[src/rtl/llr_loader.sv]
// Streams one codeword of packed LLR words from the input SRAM into the LLR memory, highest address first.
// Latency: reads in cycles 1..W after start, writes trail reads by RD_LAT+1 cycles; no backpressure, fixed-rate.
module llr_loader #(
  parameter int ADDR_W = 12,
  parameter int RD_LAT = 1
) (
  input  logic              i_clk,
  input  logic              i_rst_n,
  input  logic              i_start,
  input  logic [1:0]        i_code,
  input  logic [ADDR_W-1:0] i_base_addr,
  output logic              o_rd_en,
  output logic [ADDR_W-1:0] o_rd_addr,
  input  logic [63:0]       i_rd_data,
  output logic              o_wen,
  output logic [63:0]       o_data,
  output logic [1:0]        o_code,
  output logic              o_busy,
  output logic              o_done,
  output logic              o_err
);

  typedef enum logic [1:0] {S_IDLE, S_ISSUE, S_DRAIN, S_DONE} state_t;

  state_t              state_q;
  logic [6:0]          cnt_q;
  logic [6:0]          w_last;
  logic [ADDR_W-1:0]   base_q;
  logic [ADDR_W-1:0]   rd_addr_q;
  logic                rd_en_q;
  logic [1:0]          code_q;
  logic                done_q;
  logic                err_q;
  logic [RD_LAT-1:0]   vld_q;
  logic                wen_q;
  logic [63:0]         data_q;

  always_comb begin
    w_last = 7'd7;
    case (i_code)
      2'd1:    w_last = 7'd31;
      2'd2:    w_last = 7'd127;
      default: w_last = 7'd7;
    endcase
  end

  // cnt_q is the offset of the word being read this cycle; it counts down to 0.
  always_ff @(posedge i_clk or negedge i_rst_n) begin
    if (!i_rst_n) begin
      state_q   <= S_IDLE;
      cnt_q     <= '0;
      base_q    <= '0;
      rd_en_q   <= 1'b0;
      rd_addr_q <= '0;
      code_q    <= '0;
      done_q    <= 1'b0;
      err_q     <= 1'b0;
    end else begin
      done_q  <= 1'b0;
      err_q   <= 1'b0;
      rd_en_q <= 1'b0;
      case (state_q)
        S_IDLE: begin
          if (i_start) begin
            if (i_code == 2'd3) begin
              err_q  <= 1'b1;
              done_q <= 1'b1;
            end else begin
              code_q    <= i_code;
              base_q    <= i_base_addr;
              cnt_q     <= w_last;
              rd_en_q   <= 1'b1;
              rd_addr_q <= i_base_addr + ADDR_W'(w_last);
              state_q   <= S_ISSUE;
            end
          end
        end
        S_ISSUE: begin
          if (cnt_q == 7'd0) begin
            state_q <= S_DRAIN;
          end else begin
            cnt_q     <= cnt_q - 7'd1;
            rd_en_q   <= 1'b1;
            rd_addr_q <= base_q + ADDR_W'(cnt_q - 7'd1);
          end
        end
        S_DRAIN: begin
          // Empty pipe here means the final write is on the bus this cycle.
          if (vld_q == '0) begin
            state_q <= S_DONE;
            done_q  <= 1'b1;
          end
        end
        S_DONE:  state_q <= S_IDLE;
        default: state_q <= S_IDLE;
      endcase
    end
  end

  always_ff @(posedge i_clk or negedge i_rst_n) begin
    if (!i_rst_n) begin
      vld_q  <= '0;
      wen_q  <= 1'b0;
      data_q <= '0;
    end else begin
      vld_q[0] <= rd_en_q;
      for (int k = 1; k < RD_LAT; k++) begin
        vld_q[k] <= vld_q[k-1];
      end
      wen_q <= vld_q[RD_LAT-1];
      if (vld_q[RD_LAT-1]) begin
        data_q <= i_rd_data;
      end
    end
  end

  assign o_rd_en   = rd_en_q;
  assign o_rd_addr = rd_addr_q;
  assign o_wen     = wen_q;
  assign o_data    = data_q;
  assign o_code    = code_q;
  assign o_busy    = (state_q != S_IDLE);
  assign o_done    = done_q;
  assign o_err     = err_q;

endmodule

[config.mk]
export PLATFORM = sky130hd
export DESIGN_NAME = llr_loader
export DESIGN_NICKNAME = d
export VERILOG_FILES = /design/src/rtl/llr_loader.sv
export SDC_FILE = /design/constraint.sdc
export NUM_CORES = 1
export LEC_CHECK = 0
export CAP_MARGIN = 10
export CORE_MARGIN = 3
export CORE_UTILIZATION = 46
export CTS_BUF_LIST = sky130_fd_sc_hd__clkbuf_8 sky130_fd_sc_hd__clkbuf_16
export DETAILED_ROUTE_END_ITERATION = 12
export GPL_TIMING_DRIVEN = 0
export PLACE_DENSITY = 0.79
export SKIP_LAST_GASP = 1
export SLEW_MARGIN = 20
export SYNTH_ARGS = -nofsm -noshare
export SYNTH_HDL_FRONTEND = slang
export SYNTH_SLANG_ARGS = --single-unit
export TNS_END_PERCENT = 50
[constraint.sdc]
create_clock -name i_clk -period 2.7 [get_ports i_clk]
set_input_delay 0.81 -clock i_clk [delete_from_list [all_inputs] [get_ports i_clk]]
set_output_delay 0.81 -clock i_clk [all_outputs]
set_load 0.02 [all_outputs]
==> results of run 1 <==
## worst paths after layout
path / depth (start not counted) / slack (ps) / end
worst max-delay path: 4 / 100 / o_busy
worst min-delay path: 1 / 290 / o_data[31]
worst max register to register: 11 / 100 / o_rd_addr[9]
worst min register to register: 0 / 390 / vld_q
max in group asynchronous: 2 / 1760 / cnt_q[4]
min in group i_clk: 0 / 390 / vld_q
## cells in the final DEF (no fill, tap or decap), types with 3 or more instances in the layout
master           instances
a21o_1                   7
a21oi_1                 16
a22oi_1                  5
buf_2                    6
buf_4                    9
clkbuf_1                 5
clkbuf_8                 9
clkdlybuf4s50_1        160
dfrtp_1                103
ha_1                    20
ha_4                     4
inv_1                   14
inv_2                    4
mux2_2                  76
nand2_1                 24
nand2b_1                 4
nand3_1                  7
nor2_1                  16
nor3_1                   5
o21ai_0                 18
or3_1                    3
xnor2_1                  8
xnor2_2                  3
xor2_1                  11
## worst reg2reg max path: stages (launching register included)
cell and delay, ps:
dfrtp_2 420, inv_2 100, ha_4 170, nand2_2 80, xnor2_2 140, ha_1 340
a21o_1 210, o21bai_2 230, o2111ai_2 290, nand3_1 110, a211o_1 300, o311a_1 100
## cell type report
| cell class | count | share of cell area |
|---|---|---|
| plain buffers | 14 | 0.0105 |
| clock buffers | 9 | 0.0173 |
| clock inverters | 7 | 0.00855 |
| inverters | 18 | 0.00943 |
| multi-input cells | 272 | 0.329 |
| flip-flops and latches | 104 | 0.363 |
| well taps | 136 | 0.0237 |
| repair buffers | 171 | 0.239 |
## per-layer routing
layer  vias up  global-route usage  routed length [um]
met5         -                   0                   0
met4         0              0.0855                 285
met3        24              0.0379                1020
met2       139               0.371                6380
met1      1836               0.266                5470
li1       1826                   -                   -
## power by group through the flow
stage / combinational, mW / clock (mW) / sequential (mW)
finish: 5.22 / 0.935 / 2.80
global route: 5.65 / 1.01 / 2.90
CTS: 5.18 / 0.954 / 2.79
detailed placement: 5.10 / 0 / 2.82
global placement: 4.97 / 0 / 2.77
floorplan: 2.28 / 0 / 3.53
## through the flow
stage | power (mW) | setup WS [ps] | utilization
after floorplan | 5.80 | 166 | -
after global placement | 7.74 | -3020 | 0.651
after detailed placement | 7.92 | -651 | 0.654
after CTS | 8.93 | 5.53 | 0.683
after global routing | 9.56 | -20.3 | 0.688
final | 8.95 | 99.5 | 0.688
## state kept, by name (all words and copies together) (netlist names)
signal     count
o_done         1
o_data        64
o_wen          1
vld_q          1
o_rd_en        1
base_q        12
o_err          1
o_code         2
cnt_q          7
state_q        2
o_rd_addr     12
## timing repair
action                                  4_1_cts  5_1_grt
hold buffers                                  0        0
resized for setup                            15        8
endpoints found under the setup margin        6        3
setup buffers                                 4        3
pin swaps                                    11        3
## logic make-up (layout without fill, tap and decap cells)
| family | Yosys count | in the layout |
|---|---|---|
| AOI/OAI and AO/OA | 75 | 75 |
| muxes | 78 | 78 |
| DFF | 104 | 104 |
| and+or+nand+nor | 72 | 72 |
| buffers and inverters | 32 | 219 |
| adders and majority gates | 25 | 25 |
| xor gates and xnor gates | 22 | 22 |
==> impl_metrics.toml, run 1 <==
[global_route]
grt_pass1_wl_um = 19800
grt_pass1_vias = 3859
grt.overflow.total = 0
grt_max_degree = 78
antenna_found_initial = 0
grt_use_total = 0.215

[detailed_routing]
vias = 3825
drc = 0
wl_per_cell_um = 18.0
via_per_inst = 5.23
first_pass_iters = 4
drt_iter0_markers = 222
antenna_left = 0
wirelength_um = 13200

[yosys]
synth_ff_type = "dfrtp_1"
synthAdderAreaFrac = 0.0643
muxShareOfSynthArea = 0.177
syn_nets = 514
synthTopCellsByArea = "dfrtp_1 52%, mux2_2 17%, ha_1 6.0%"
synth_area_per_cell_sq_um = 12.2
synth_top_family_by_area = "multiplexers"
ys_warn_count = 0
yosysMostFrequentCell = "dfrtp_1"
synth_compound_area_frac = 0.102
synthCells = 408
synthTopCellsByCount = "104 x dfrtp_1, 76 x mux2_2, 25 x nand2_1"
async_flop_share = 1.00
ys_types = 54
ys_seq_elements = 104
synth-simple-area-share = 0.0673
synth_top_area_share = 0.522
synth_area_sq_um = 4980
synthXorXnorAreaFrac = 0.0387
ys_seq_area_frac = 0.522
yosysTopAreaCell = "dfrtp_1"
synth-edff-count = 0

[placed_design]
placed_cells = 708
port_buffers = 163
postPlaceCellArea_sq_um = 6810
dp_hpwl_um = 10200
gp_congestion = 0.880

[cells_and_area]
nets = 696
instances_no_fill = 731
antenna_cells = 0
syn2layout_area_growth_pct = 43.8
seq_area_sq_um = 2600
multi_input_area_sq_um = 2350
n_fill_cell = 793
fin_area_sq_um = 7170
drive_gt1_frac = 0.230

[critical_path]
cp_slowest_cell = "clkdlybuf4s50_1"
worst-path-buf-inv = 3
cpLargestDelayFamily = "buffers and inverters"
worstPathCellList = "inv_1 -> ha_1 -> inv_2 -> clkdlybuf4s50_1"
r2r_start = "cnt_q[0]"
path_max_fanout = 4
required_ps = 1890
critPathLaunch = "state_q[0]"
endpoint_kind = "output port"
worstSetupPathType = "flop to output port"
cp-start-kind = "flop"
cpPeakStageDelay_ps = 630
crit_arrival_ps = 1790

[sta]
worstMarginPinSlew_ps = 561
slew_headroom = 0.626
hold_viol = 0
min_period_ps = 2600
fin_skew_ps = 8.11
fmax_mhz = 385
holdWs_ps = 288
setup_viol = 0
post-route-period-util = 0.963
fin_setup_tns_ps = 0
grt_setup_unrepaired = "yes"
drv_slew = 0

[pwr]
internal_power_mw = 5.29
switching_share = 0.409
power_frac_comb = 0.583
ir_worst_vdd_v = 0.000599
leakage_nw = 3.08
cellPowerDensity_nw_per_um2 = 1250
power.switching_mw = 3.66
power_frac_seq = 0.312
p_clk_frac = 0.104

[die]
die_y_um = 110
ios = 164
fp.dieW_um = 110
core_sq_um = 10400
start_util = 0.478
die_area_sq_um = 12100
rows = 37

[clock_tree]
clock_latency_ps = 370
cts_sinks = 104
htree_levels = 3
cts_max_path_buffers = 2
cts-root-buf = "clkbuf_8"
cts_tree = "yes"
clk_pin_slew_ps = 100
cts_buffers = 9

[run_status]
status = "completed"

[job]
cap_violations = 0

[min_path]
hold_class = "primary input to async pin"
Note: power is estimated with default switching activity, not from simulation.
==> run 2, diff against run 1 <==
--- a/config.mk
+++ b/config.mk
@@ -9,6 +9,7 @@
 export CORE_MARGIN = 3
 export CORE_UTILIZATION = 46
 export CTS_BUF_LIST = sky130_fd_sc_hd__clkbuf_8 sky130_fd_sc_hd__clkbuf_16
+export CTS_CLUSTER_DIAMETER = 150
 export DETAILED_ROUTE_END_ITERATION = 12
 export GPL_TIMING_DRIVEN = 0
 export PLACE_DENSITY = 0.79
==> results of run 2 <==
No change in the layout: final DEF, timing and power equal those of run 1.
